`config.mk`:
```
export PLATFORM = sky130hd
export DESIGN_NAME = rf_access_ctrl
export DESIGN_NICKNAME = d
export VERILOG_FILES = /design/src/rtl/rf_access_ctrl.sv
export SDC_FILE = /design/constraint.sdc
export NUM_CORES = 1
export LEC_CHECK = 0
export CAP_MARGIN = 20
export CELL_PAD_IN_SITES_DETAIL_PLACEMENT = 0
export CELL_PAD_IN_SITES_GLOBAL_PLACEMENT = 2
export CORE_ASPECT_RATIO = 0.6
export CORE_UTILIZATION = 25
export CTS_BUF_LIST = sky130_fd_sc_hd__clkbuf_4
export CTS_CLUSTER_DIAMETER = 50
export DETAILED_ROUTE_END_ITERATION = 6
export HOLD_SLACK_MARGIN = 0.03
export PLACE_DENSITY_LB_ADDON = 0.1
export SLEW_MARGIN = 40
export SYNTH_ARGS = -nofsm -noshare
export SYNTH_HDL_FRONTEND = slang
export SYNTH_SLANG_ARGS = --single-unit
export TNS_END_PERCENT = 20
```
`constraint.sdc`:
```
create_clock -name CLK -period 4.6 [get_ports CLK]
set_input_delay 0.69 -clock CLK [delete_from_list [all_inputs] [get_ports CLK]]
set_output_delay 0.69 -clock CLK [all_outputs]
set_load 0.03 [all_outputs]
```
`src/rtl/rf_access_ctrl.sv`:
```
// Register-file access sequencer: serialises operand fetches and buffered
// writebacks onto one mutually exclusive READ/WRITE pair, with RAW bypass.
module rf_access_ctrl #(
    parameter int DATA_WIDTH = 32,
    parameter int ADDR_WIDTH = 5,
    parameter int WB_DEPTH   = 2,
    parameter int ZERO_REG   = 1
) (
    input  logic                  CLK,
    input  logic                  RST,
    input  logic                  rd_req_valid,
    output logic                  rd_req_ready,
    input  logic [ADDR_WIDTH-1:0] rd_addr1,
    input  logic [ADDR_WIDTH-1:0] rd_addr2,
    output logic                  rd_rsp_valid,
    output logic [DATA_WIDTH-1:0] rd_data1,
    output logic [DATA_WIDTH-1:0] rd_data2,
    input  logic                  wb_valid,
    output logic                  wb_ready,
    input  logic [ADDR_WIDTH-1:0] wb_addr,
    input  logic [DATA_WIDTH-1:0] wb_data,
    output logic [ADDR_WIDTH-1:0] RF_ADDR_R1,
    output logic [ADDR_WIDTH-1:0] RF_ADDR_R2,
    output logic [ADDR_WIDTH-1:0] RF_ADDR_W,
    output logic [DATA_WIDTH-1:0] RF_DATA_W,
    output logic                  RF_READ,
    output logic                  RF_WRITE,
    input  logic [DATA_WIDTH-1:0] RF_DATA_R1,
    input  logic [DATA_WIDTH-1:0] RF_DATA_R2
);
    localparam int CW = $clog2(WB_DEPTH + 1);
    localparam logic [CW-1:0] FULL_CNT = CW'(WB_DEPTH);

    typedef enum logic [1:0] {IDLE = 2'd0, RD = 2'd1, WR = 2'd2} state_t;

    state_t                state_r, state_n_s;
    logic [ADDR_WIDTH-1:0] buf_addr_r [WB_DEPTH];
    logic [ADDR_WIDTH-1:0] buf_addr_n_s [WB_DEPTH];
    logic [DATA_WIDTH-1:0] buf_data_r [WB_DEPTH];
    logic [DATA_WIDTH-1:0] buf_data_n_s [WB_DEPTH];
    logic [CW-1:0]         cnt_r, cnt_pop_s, cnt_n_s;
    logic                  pending_r, pending_n_s, pend_any_s;
    logic [ADDR_WIDTH-1:0] ra1_r, ra2_r, ra1_n_s, ra2_n_s;
    logic                  byp1_r, byp2_r, hit1_s, hit2_s;
    logic [DATA_WIDTH-1:0] bv1_r, bv2_r, val1_s, val2_s;
    logic                  rd_acc_s, wb_acc_s, wb_zero_s, push_s, pop_s;

    // Youngest matching write wins: buffered entries oldest-first, then the same-cycle push.
    function automatic logic [DATA_WIDTH:0] fwd_lookup(
        input logic [ADDR_WIDTH-1:0] addr,
        input logic [ADDR_WIDTH-1:0] ba [WB_DEPTH],
        input logic [DATA_WIDTH-1:0] bd [WB_DEPTH],
        input logic [CW-1:0]         cnt,
        input logic                  push,
        input logic [ADDR_WIDTH-1:0] paddr,
        input logic [DATA_WIDTH-1:0] pdata
    );
        logic                  hit;
        logic [DATA_WIDTH-1:0] val;
        hit = 1'b0;
        val = {DATA_WIDTH{1'b0}};
        for (int i = 0; i < WB_DEPTH; i++) begin
            hit = ((CW'(i) < cnt) && (ba[i] == addr)) ? 1'b1  : hit;
            val = ((CW'(i) < cnt) && (ba[i] == addr)) ? bd[i] : val;
        end
        hit = (push && (paddr == addr)) ? 1'b1  : hit;
        val = (push && (paddr == addr)) ? pdata : val;
        if ((ZERO_REG != 0) && (addr == {ADDR_WIDTH{1'b0}})) begin
            hit = 1'b1;
            val = {DATA_WIDTH{1'b0}};
        end else begin
            hit = hit;
        end
        return {hit, val};
    endfunction

    assign rd_acc_s  = rd_req_valid & rd_req_ready;
    assign wb_acc_s  = wb_valid & wb_ready;
    assign wb_zero_s = (ZERO_REG != 0) && (wb_addr == {ADDR_WIDTH{1'b0}});
    assign push_s    = wb_acc_s & ~wb_zero_s;
    assign pop_s     = (state_r == WR);

    // Post-edge buffer image: a pop shifts entries down, a push lands behind the survivors.
    always_comb begin
        cnt_pop_s = pop_s ? (cnt_r - CW'(1)) : cnt_r;
        for (int i = 0; i < WB_DEPTH - 1; i++) begin
            buf_addr_n_s[i] = pop_s ? buf_addr_r[i + 1] : buf_addr_r[i];
            buf_data_n_s[i] = pop_s ? buf_data_r[i + 1] : buf_data_r[i];
        end
        buf_addr_n_s[WB_DEPTH-1] = buf_addr_r[WB_DEPTH-1];
        buf_data_n_s[WB_DEPTH-1] = buf_data_r[WB_DEPTH-1];
        for (int i = 0; i < WB_DEPTH; i++) begin
            buf_addr_n_s[i] = (push_s && (cnt_pop_s == CW'(i))) ? wb_addr : buf_addr_n_s[i];
            buf_data_n_s[i] = (push_s && (cnt_pop_s == CW'(i))) ? wb_data : buf_data_n_s[i];
        end
        cnt_n_s = cnt_pop_s + (push_s ? CW'(1) : CW'(0));
    end

    // Forwarding snapshot for both operands of a read being accepted this cycle.
    always_comb begin
        {hit1_s, val1_s} = fwd_lookup(rd_addr1, buf_addr_r, buf_data_r, cnt_r, push_s, wb_addr, wb_data);
        {hit2_s, val2_s} = fwd_lookup(rd_addr2, buf_addr_r, buf_data_r, cnt_r, push_s, wb_addr, wb_data);
    end

    // Next-state arbitration: a full buffer must drain before a pending read is served.
    always_comb begin
        pend_any_s = pending_r | rd_acc_s;
        if (cnt_n_s == FULL_CNT) begin
            state_n_s = WR;
        end else if (pend_any_s) begin
            state_n_s = RD;
        end else if (cnt_n_s != CW'(0)) begin
            state_n_s = WR;
        end else begin
            state_n_s = IDLE;
        end
        pending_n_s = pend_any_s & (state_n_s != RD);
        ra1_n_s     = rd_acc_s ? rd_addr1 : ra1_r;
        ra2_n_s     = rd_acc_s ? rd_addr2 : ra2_r;
    end

    // Sequencer state, write buffer, read snapshot and all registered outputs.
    always_ff @(posedge CLK or negedge RST) begin
        if (!RST) begin
            state_r      <= IDLE;
            cnt_r        <= CW'(0);
            pending_r    <= 1'b0;
            ra1_r        <= {ADDR_WIDTH{1'b0}};
            ra2_r        <= {ADDR_WIDTH{1'b0}};
            byp1_r       <= 1'b0;
            byp2_r       <= 1'b0;
            bv1_r        <= {DATA_WIDTH{1'b0}};
            bv2_r        <= {DATA_WIDTH{1'b0}};
            for (int i = 0; i < WB_DEPTH; i++) begin
                buf_addr_r[i] <= {ADDR_WIDTH{1'b0}};
                buf_data_r[i] <= {DATA_WIDTH{1'b0}};
            end
            RF_READ      <= 1'b0;
            RF_WRITE     <= 1'b0;
            RF_ADDR_R1   <= {ADDR_WIDTH{1'b0}};
            RF_ADDR_R2   <= {ADDR_WIDTH{1'b0}};
            RF_ADDR_W    <= {ADDR_WIDTH{1'b0}};
            RF_DATA_W    <= {DATA_WIDTH{1'b0}};
            rd_rsp_valid <= 1'b0;
            rd_data1     <= {DATA_WIDTH{1'b0}};
            rd_data2     <= {DATA_WIDTH{1'b0}};
            wb_ready     <= 1'b0;
            rd_req_ready <= 1'b0;
        end else begin
            state_r      <= state_n_s;
            cnt_r        <= cnt_n_s;
            pending_r    <= pending_n_s;
            buf_addr_r   <= buf_addr_n_s;
            buf_data_r   <= buf_data_n_s;
            ra1_r        <= ra1_n_s;
            ra2_r        <= ra2_n_s;
            byp1_r       <= rd_acc_s ? hit1_s : byp1_r;
            byp2_r       <= rd_acc_s ? hit2_s : byp2_r;
            bv1_r        <= rd_acc_s ? val1_s : bv1_r;
            bv2_r        <= rd_acc_s ? val2_s : bv2_r;
            RF_READ      <= (state_n_s == RD);
            RF_WRITE     <= (state_n_s == WR);
            RF_ADDR_R1   <= (state_n_s == RD) ? ra1_n_s : RF_ADDR_R1;
            RF_ADDR_R2   <= (state_n_s == RD) ? ra2_n_s : RF_ADDR_R2;
            RF_ADDR_W    <= (state_n_s == WR) ? buf_addr_n_s[0] : RF_ADDR_W;
            RF_DATA_W    <= (state_n_s == WR) ? buf_data_n_s[0] : RF_DATA_W;
            rd_rsp_valid <= (state_r == RD);
            rd_data1     <= (state_r == RD) ? (byp1_r ? bv1_r : RF_DATA_R1) : rd_data1;
            rd_data2     <= (state_r == RD) ? (byp2_r ? bv2_r : RF_DATA_R2) : rd_data2;
            wb_ready     <= (cnt_n_s < FULL_CNT);
            rd_req_ready <= ~pending_n_s & (state_n_s != RD);
        end
    end
endmodule

```
Yosys cells after proc, flatten, opt, wreduce, memory -nomap -nowiden
Index checks and enable logic that the tools add are counted.

Order comparisons: 3. Bitwise logic cells: 8. Add/subtract/negate cells: 2. Muxes and demuxes: 29. Reduce and logical (&&, ||, !) cells: 13. Equality and inequality tests: 13.

Operators with widths (count): two-way mux 32 bit (12); == test 5 bit (6); two-way mux 5 bit (4); logical NOT 5 bit (3); two-way mux 1 bit (9); logical AND 1 bit (8); two-way mux 2 bit (4); == test 2 x 1 -> 1 bit (second input constant) (3); == test 2 bit (second input constant) (3); bitwise AND 1 bit (5); less-than comparator 1 x 2 -> 1 bit (first input constant) (2); adder 2 x 1 -> 2 bit (1); logical NOT 2 bit (1); less-than comparator 2 bit (second input constant) (1); inequality test 2 x 1 -> 1 bit (second input constant) (1); NOT 1 bit (2); nonzero test 2 bit (1); subtractor 2 x 1 -> 2 bit (second input constant) (1); bitwise OR 1 bit (1).

Output and inout port bits: 116. Bits of input ports: 115. Flip-flop bits (word level): 271. Logic and storage cells: 92.

Logic depth before layout (Yosys ltp)
Gate-level depths: netlist (run 1).

Word-level depth: 13. Depth in mapped cells: 10. Depth with buffers taken out: 8.

Least setup slack after synthesis (run 1)
Ideal clock, no wire load.

Path kind: input -> register. Start point: input port wb_addr[1]. End point: register RF_DATA_W[16]. Buffers on the path: 2. Data required time: 4473 ps. Arrival time: 2733 ps. Setup slack: 1739 ps. Setup time: 127 ps. Stages: 9. Path through: or4_4 o21a_4 ha_1 xnor2_2 inv_2 a21oi_1 buf_4 buf_6 mux2_1.

Word-level cells in the longest chain between the ends: 10. Elaborated cells on any way between the ends: 13. Those cells by class: 1 x add/sub; 2 x eq/ne; 5 x mux; 2 x bitwise; 3 x reduce/logical.

RTL lines: from (decl) (line 20) `input logic [ADDR_WIDTH-1:0] wb_addr,`; logical NOT 5 bit * (line 79) `assign wb_zero_s = (ZERO_REG != 0) && (wb_addr == {ADDR_WIDTH{1'b0}});`; NOT 1 bit * (line 80) `assign push_s = wb_acc_s & ~wb_zero_s;`; bitwise AND 1 bit * (line 80); two-way mux 1 bit * (line 96) `cnt_n_s = cnt_pop_s + (push_s ? CW'(1) : CW'(0));`; adder 2 x 1 -> 2 bit * (line 96); net cnt_n_s[1] (line 41) `logic [CW-1:0] cnt_r, cnt_pop_s, cnt_n_s;`; nonzero test 2 bit (line 112) `end else if (cnt_n_s != CW'(0)) begin`; two-way mux 2 bit (line 112); two-way mux 2 bit (line 110) `end else if (pend_any_s) begin`; two-way mux 2 bit * (line 108) `if (cnt_n_s == FULL_CNT) begin`; == test 2 bit * (line 166) `RF_DATA_W <= (state_n_s == WR) ? buf_data_n_s[0] : RF_DATA_W;`; to (signal assigned) (line 143) `RF_DATA_W <= {DATA_WIDTH{1'b0}};`; to (signal assigned) (line 166); to (decl) (line 25) `output logic [DATA_WIDTH-1:0] RF_DATA_W,`.

Mark *: on every way through the listed nets, which the timed path passes. The rest lies on a longest branch. A chain may end at the register's enable or synchronous reset.

Worst setup path after layout (run 1)
Start point: input port wb_addr[1]. End point: register RF_DATA_W[31].

The elaborated chain is that of the path after synthesis.

==> results.yml, run 1 <==
power_and_ir_drop:
  p_int_w: 0.00731
  ir_worst_vdd_uv: 515
  p_leak_nw: 7.37
  switching_share: 0.411
  finalPower_w: 0.0124
  p_comb_frac: 0.485
  seqPwrFrac: 0.324
  p_clk_frac: 0.191
  switchingPower_w: 0.00511
  powerDensity_nw_per_um2: 734
drt:
  drt_iter0_markers: 609
  vias: 9923
  wl_per_cell_um: 21.3
  drt-pass1-iter-count: 5
  drc: 0
  top_layer: "met4"
  ant_nets: 0
  wirelength_um: 45900
  dr_wl_met3_um: 2320
  drt-met1-wl_um: 23100
  dr_wl_met2_um: 19500
  via_per_inst: 4.61
logic_synthesis:
  yosysWarningCount: 0
  synth_nets: 1293
  ys_seq_elements: 270
  syn_area_sq_um: 12900
  synth_edf_count: 0
  synthCells: 1175
  synth_area_per_cell_sq_um: 11.0
  synth.distinct_cells: 46
  synth_ff_type: "dfrtp_1"
  postSynth.asyncResetShare: 1.00
  ys_seq_area_frac: 0.525
clock_tree:
  worstSkewPairLatency_ns: 0.75
  cts_resized: 0
  hold_buffers: 1
  cts_inserted_buffers: 76
  cts_buffer_depth: 3
  post_cts_buffers: 0
  clk_pin_slew_ns: 0.07
  cts_tree: "done"
  cts_max_level: 3
  clkSinkCount: 270
  cts_root_buf: "clkbuf_4"
timing:
  drv_slew: 0
  final.setup.tns_ns: 0
  slew-limit-headroom: 0.493
  fin_crit_sh: 0.682
  max_freq_mhz: 319
  rsz0062_at_grt: "false"
  fin_crit_ns: 3.14
  setup_violations: 0
  clock_skew_ns: 0.0492
  worst_pin_slew_ns: 0.761
  hold_viol: 0
critical_path:
  arrival_ns: 3.73
  worstPathRequired_ns: 5.19
  crit_type: "input port to register"
  worstSetupStartpointType: "input port"
  crit_path_end_kind: "register"
  critPathMaxFanout: 30
  ff2ff_path_depth: 8
die:
  ios: 231
  fp.dieArea_sq_um: 52400
  fp.dieW_um: 295
  core_area_sq_um: 50100
  die_y_um: 178
  start_util: 0.257
  row_count: 63
final_layout:
  nNetsFinal: 1534
  final_common_cell: "dfrtp_1"
  syn2layout_area_growth_pct: 31.6
  nFillCells: 5141
  final_cell_mix: "dfrtp_1, clkdlybuf4s50_1, nand2_1, o21ai_0, clkbuf_4"
  final-seq-area_sq_um: 6760
  drive_above_1_share: 0.193
  multi_input_area_sq_um: 5430
  fin_util: 0.338
place:
  numPortBuffers: 230
  dp_hpwl_um: 28200
  gp_congestion: 0.734
min_path:
  hp-class: "input port to asynchronous set/reset pin"
run_status:
  status: "finished, final reports clean"
global_routing:
  grt_max_degree: 74
  grt.total_usage: 0.178
  grt_overflow: 0
  grt_pass1_wl_um: 68700
  grt_pass1_vias: 10500
  antenna_found_initial: 2
flow_run:
  cap_violations: 0
[power groups by stage]
stage | clock (W) | combinational (W) | sequential (W)
3_3_place_gp | 0 | 0.00602 | 0.00409
4_1_cts | 0.00249 | 0.00611 | 0.00405
2_1_floorplan | 0 | 0.00302 | 0.00486
3_5_place_dp | 0 | 0.00609 | 0.00408
5_1_grt | 0.00261 | 0.00653 | 0.00417
6_report | 0.00237 | 0.00602 | 0.00403
[kinds of logic after synthesis]
kind of cell,Yosys count,synth area share
buffers and inverters,164,0.0590
AO/OA/AOI/OAI,303,0.162
XOR/XNOR,32,0.0224
multiplexers,164,0.148
AND/OR/NAND/NOR,239,0.0811
adder cells (fa/ha/maj),3,0.00292
flip-flops,270,0.525
[Yosys cell counts (9+ instances only)]
cell type  count  area share
dfrtp_1      270        0.53
nand2_1      177       0.052
o21ai_0      151       0.059
inv_1         69       0.020
mux2i_1       64       0.050
clkbuf_1      63       0.018
mux2_2        42       0.037
o21ai_1       42       0.016
mux2_4        35       0.041
a221o_1       32       0.025
a32o_1        32       0.025
o221a_2       32       0.028
or3_1         31       0.015
mux2_1        22       0.019
xnor2_1       17       0.012
xor2_1        14      0.0095
buf_2         11      0.0043
buf_6          9      0.0079
[path summary, 6_finish.rpt]
check                                            end  slack (ns)            startpoint
setup / recovery           RF_DATA_W[31]$_DFFE_PN0N_        1.46            wb_addr[1]
setup reg to reg           RF_DATA_W[31]$_DFFE_PN0N_        1.56  state_r[0]$_DFF_PN0_
hold / removal              rd_data1[22]$_DFFE_PN0P_        0.44                   RST
min in group CLK              rd_req_ready$_DFF_PN0_        0.44   pending_r$_DFF_PN0_
hold reg to reg               rd_req_ready$_DFF_PN0_        0.44   pending_r$_DFF_PN0_
max in group asynchronous  buf_data_r[5]$_DFFE_PN0P_        3.01                   RST
[registers in the layout (all words and copies together) (netlist names), 10 cells and up]
signal and count:
buf_data_r 64, RF_DATA_W 32, bv1_r 32, bv2_r 32
rd_data1 32, rd_data2 32, buf_addr_r 10
[metrics by stage]
step	setup WS [ns]	cell area, sq um	cells	hold slack [ns]
after floorplan	1.74	12900	1175	0.394
after global placement	0.746	15800	2015	0.439
after detailed placement	0.697	15900	2018	0.431
after CTS	1.51	16900	2150	0.360
after global routing	1.36	16900	2153	0.376
final	1.46	16900	2154	0.437
[area by class of cell]
| type | instances | area share |
|---|---|---|
| Clock inverter | 12 | 0.00576 |
| Antenna cell | 3 | 0.000443 |
| Multi-Input combinational cell | 741 | 0.321 |
| Clock buffer | 119 | 0.0528 |
| Timing Repair Buffer | 257 | 0.155 |
| Tap cell | 682 | 0.0504 |
| Inverter | 70 | 0.0155 |
| Sequential cell | 270 | 0.399 |
[per-layer routing]
metal,up-vias,GRT usage
met5,-,0
met4,0,0.0556
met3,86,0.0425
met2,255,0.260
met1,4885,0.256
li1,4697,-
[critical path, stage by stage]
cell             delay [ns]
clkdlybuf4s50_1        0.53
or4_4                  0.61
o21a_4                 0.24
ha_1                   0.31
inv_1                  0.15
nor2_1                 0.11
a21oi_4                0.39
buf_12                 0.30
mux2_2                 0.37
Note: power is estimated with default switching activity, not from simulation.
==> inputs of run 2 (changes only) <==
Clock period 4.6 ns to 3 ns, I/O delays scaled along.
==> results.yml, run 2 (synthesis results as in run 1) <==
place:
  numPortBuffers: 230
  gp_congestion: 0.754
  place_ws_ns: -0.151
  dp_hpwl_um: 30000
power_and_ir_drop:
  p_leak_nw: 7.51
  ir_worst_vdd_uv: 643
  p_clk_frac: 0.177
  seqPwrFrac: 0.326
  switchingPower_w: 0.00784
  p_int_w: 0.0113
  switching_share: 0.410
  finalPower_w: 0.0191
  p_comb_frac: 0.498
  powerDensity_nw_per_um2: 1110
timing:
  drv_slew: 0
  fin_crit_sh: 0.820
  setup_violations: 0
  rsz0062_at_grt: "false"
  worst_pin_slew_ns: 0.637
  max_freq_mhz: 406
  whs_ns: 0.270
  clock_skew_ns: 0.0610
  hold_viol: 0
  final.setup.tns_ns: 0
  fin_crit_ns: 2.46
  slew-limit-headroom: 0.575
  fin_ws_ns: 0.540
die:
  fp.dieW_um: 295
  ios: 231
  start_util: 0.257
  fp.dieArea_sq_um: 52400
  row_count: 63
  core_area_sq_um: 50100
  die_y_um: 178
final_layout:
  top_register: "buf_data_r"
  final_common_cell: "dfrtp_1"
  nFillCells: 5107
  syn2layout_area_growth_pct: 33.6
  final_cell_mix: "dfrtp_1, clkdlybuf4s50_1, nand2_1, o21ai_0, clkbuf_4"
  drive_above_1_share: 0.207
  nNetsFinal: 1563
  largest_reg_flops: 64
drt:
  drt-pass1-iter-count: 4
  ant_nets: 0
  wirelength_um: 45500
  wl_per_cell_um: 20.9
  via_per_inst: 4.62
  vias: 10100
  drc: 0
  drt_iter0_markers: 472
clock_tree:
  worstSkewPairLatency_ns: 0.76
  cts_resized: 0
  cts_tree: "done"
  cts_root_buf: "clkbuf_4"
  clk_pin_slew_ns: 0.06
  cts_max_level: 3
  cts_buffer_depth: 3
  cts_inserted_buffers: 74
  clkSinkCount: 270
  post_cts_buffers: 0
critical_path:
  crit_chain: "clkdlybuf4s50_1"
  crit_path_end_kind: "output pin"
  worstPathRequired_ns: 2.55
  crit_type: "register to output pin"
  cp_slowest_cell: "clkdlybuf4s50_1"
  critPathMaxFanout: 4
  cp-startpoint: "state_r[0]$_DFF_PN0_"
  r2r_start: "state_r[0]$_DFF_PN0_"
  worstSetupStartpointType: "register"
  crit_buf_inv: 1
  cp_slowest_stage_delay_ns: 0.75
  cp_top_family: "buffers and inverters"
  arrival_ns: 2.01
global_routing:
  grt_pass1_wl_um: 68900
  grt_overflow: 0
  grt.total_usage: 0.177
  antenna_found_initial: 1
  grt_pass1_vias: 10800
  grt_max_degree: 67
flow_run:
  cap_violations: 0
run_status:
  status: "finished, final reports clean"
min_path:
  hp-class: "input port to asynchronous set/reset pin"
[run 2: path summary, 6_finish.rpt]
kind                                        endpoint  slack [ns]  cells after the start
max                                          RF_READ        0.54                      1
min                         rd_data1[22]$_DFFE_PN0P_        0.27                      2
max reg2reg                RF_DATA_W[17]$_DFFE_PN0N_        0.62                      8
min reg2reg                   rd_req_ready$_DFF_PN0_        0.44                      1
max in group asynchronous   buf_data_r[48]$_DFF_PN0_        1.96                      3
min in group CLK             rd_data1[6]$_DFFE_PN0P_        0.35                      3
[run 2: layout make-up]
cell class	count	area (sq um)	share of cell area
Sequential cell	270	6760	0.393
Multi-Input combinational cell	741	5430	0.316
Timing Repair Buffer	288	2970	0.173
Clock buffer	118	886	0.0515
Tap cell	682	853	0.0496
Inverter	70	263	0.0153
Clock inverter	9	33.8	0.00196
Antenna cell	2	5.00	0.000291
[run 2: power groups by stage]
stage,clock (W),combinational [W],sequential [W]
CTS,0.00356,0.00968,0.00627
detailed placement,0,0.00963,0.00632
global route,0.00374,0.0104,0.00645
finish,0.00338,0.00953,0.00624
global placement,0,0.00955,0.00634
floorplan,0,0.00463,0.00745
[run 2: per-stage QoR]
step	utilization	area, sq um	cells
after floorplan	-	12900	1175
after global placement	0.325	16300	2050
after detailed placement	0.325	16300	2050
after CTS	0.343	17200	2178
after global routing	0.344	17200	2180
final	0.344	17200	2180
[run 2: timing repair]
item,4_1_cts,5_1_grt
hold buffers,1,0
endpoints found under the hold margin,54,0
setup endpoints to repair,0,0
[run 2: per-layer routing]
layer	wire, um	GRT usage
met1	23500	0.262
met4	899	0.0534
met3	1930	0.0373
met5	0	0
met2	19200	0.255
==> inputs of run 3 (changes only) <==
Clock period 3 ns to 2.35 ns, I/O delays scaled along.
==> results.yml, run 3 (synthesis results as in run 1) <==
place:
  dp_hpwl_um: 31400
  numPortBuffers: 230
  gp_congestion: 0.758
drt:
  via_per_inst: 4.59
  drt-pass1-iter-count: 5
  wl_per_cell_um: 21.2
  drc: 0
  vias: 10200
  ant_nets: 0
  drt_iter0_markers: 623
  wirelength_um: 47100
timing:
  slew-limit-headroom: 0.651
  clock_skew_ns: 0.0451
  hold_viol: 0
  max_freq_mhz: 441
  fin_crit_sh: 0.965
  setup_violations: 0
  whs_ns: 0.222
  fin_crit_ns: 2.27
  worst_pin_slew_ns: 0.523
  drv_slew: 0
power_and_ir_drop:
  p_leak_nw: 7.78
  switchingPower_w: 0.0104
  p_clk_frac: 0.170
  p_comb_frac: 0.519
  ir_worst_vdd_uv: 768
  seqPwrFrac: 0.312
  p_int_w: 0.0148
  finalPower_w: 0.0252
  powerDensity_nw_per_um2: 1420
  switching_share: 0.413
clock_tree:
  cts_buffer_depth: 3
  cts_max_level: 3
  clk_pin_slew_ns: 0.07
  worstSkewPairLatency_ns: 0.77
  cts_root_buf: "clkbuf_4"
  cts_tree: "done"
  clkSinkCount: 270
  cts_inserted_buffers: 76
global_routing:
  grt.total_usage: 0.180
  antenna_found_initial: 2
  grt_pass1_vias: 10700
  met2_usage: 0.256
  grt_pass1_wl_um: 69500
  grt_use_met1: 0.264
  met3_usage: 0.0426
  grt_max_degree: 65
  grt_overflow: 0
  grt_most_used_layer: "met1"
final_layout:
  largest_reg_flops: 64
  nFillCells: 5078
  drive_above_1_share: 0.226
  multi_input_area_sq_um: 5460
  syn2layout_area_growth_pct: 37.5
  top_register: "buf_data_r"
  final_cell_mix: "dfrtp_1, clkdlybuf4s50_1, nand2_1, o21ai_0, clkbuf_4"
  final-seq-area_sq_um: 6760
  final_common_cell: "dfrtp_1"
  nNetsFinal: 1608
critical_path:
  crit_path_end_kind: "register"
  arrival_ns: 2.87
  worstSetupStartpointType: "register"
  r2r-end: "RF_ADDR_W[2]$_DFFE_PN0N_"
  worstPathRequired_ns: 2.96
  rrSetupSlack_ns: 0.08
  critPathMaxFanout: 14
  crit_type: "register to register"
  ff2ff_path_depth: 9
  r2r_start: "state_r[0]$_DFF_PN0_"
die:
  fp.dieW_um: 295
  fp.dieArea_sq_um: 52400
  ios: 231
  core_area_sq_um: 50100
  die_y_um: 178
  row_count: 63
  start_util: 0.257
flow_run:
  cap_violations: 0
min_path:
  worstHoldPathCells: 3
  worstHoldStart: "RF_DATA_R2[2]"
  hp-class: "input port to register"
  hold_path_end: "rd_data2[2]$_DFFE_PN0P_"
run_status:
  status: "finished, final reports clean"
[run 3: final cells by class]
| class | count | area share |
|---|---|---|
| repair buffers | 331 | 0.195 |
| clock inverters | 22 | 0.00488 |
| diodes | 3 | 0.000424 |
| inverters | 70 | 0.0149 |
| clock buffers | 107 | 0.0454 |
| flip-flops and latches | 270 | 0.382 |
| multi-input cells | 741 | 0.309 |
| well taps | 682 | 0.0482 |
[run 3: critical path, cell delays in order (launching register included)]
cell	delay, ns
dfrtp_1	0.44
nor2b_4	0.21
buf_4	0.15
mux2i_4	0.25
xnor2_2	0.15
inv_2	0.08
a21oi_4	0.17
buf_12	0.15
buf_12	0.16
mux2_1	0.33
[run 3: power by group through the flow]
stage	Clock (W)	Combinational, W	Sequential [W]
2_1_floorplan	0	0.00599	0.00951
3_3_place_gp	0	0.0125	0.00797
3_5_place_dp	0	0.0127	0.00796
4_1_cts	0.00447	0.0127	0.00789
5_1_grt	0.00469	0.0141	0.00811
6_report	0.00427	0.0131	0.00784
[run 3: worst max-delay path by stage]
stage | from | endpoint | cells after the start
floorplan | wb_addr[1] | RF_DATA_W[16]$_DFFE_PN0N_ | 9
global placement | wb_addr[1] | RF_DATA_W[13]$_DFFE_PN0N_ | 9
detailed placement | wb_addr[1] | RF_DATA_W[13]$_DFFE_PN0N_ | 9
CTS | state_r[0]$_DFF_PN0_ | RF_DATA_W[10]$_DFFE_PN0N_ | 8
global route | state_r[0]$_DFF_PN0_ | RF_ADDR_W[0]$_DFFE_PN0N_ | 9
finish | state_r[0]$_DFF_PN0_ | RF_ADDR_W[2]$_DFFE_PN0N_ | 9
[run 3: what timing repair did]
item | in CTS | in global routing
endpoints found under the setup margin | 3 | 38
gates cloned | 0 | 2
gates resized for setup | 3 | 6
setup buffers | 0 | 7
hold buffers | 3 | 0
pin swaps | 0 | 3
hold endpoints to repair | 255 | 0
[run 3: metrics by stage]
stage | worst slack [ns] | setup TNS [ns] | utilization | std cells | area, sq um
3_5_place_dp | -0.620 | -58.04 | 0.332 | 2082 | 16600
3_3_place_gp | -0.612 | -57.43 | 0.332 | 2082 | 16600
5_1_grt | -0.0140 | -0.0390 | 0.353 | 2225 | 17700
2_1_floorplan | -0.0604 | -1.33 | - | 1175 | 12900
4_1_cts | 0.00744 | 0 | 0.350 | 2214 | 17500
6_report | 0.0818 | 0 | 0.353 | 2226 | 17700
[run 3: metal layers]
| layer | part of all wire | vias up | wire, um |
|---|---|---|---|
| met1 | 0.51 | 5033 | 23900 |
| li1 | - | 4848 | - |
| met3 | 0.051 | 87 | 2400 |
| met5 | 0 | - | 0 |
| met2 | 0.42 | 251 | 19700 |
| met4 | 0.024 | 0 | 1110 |
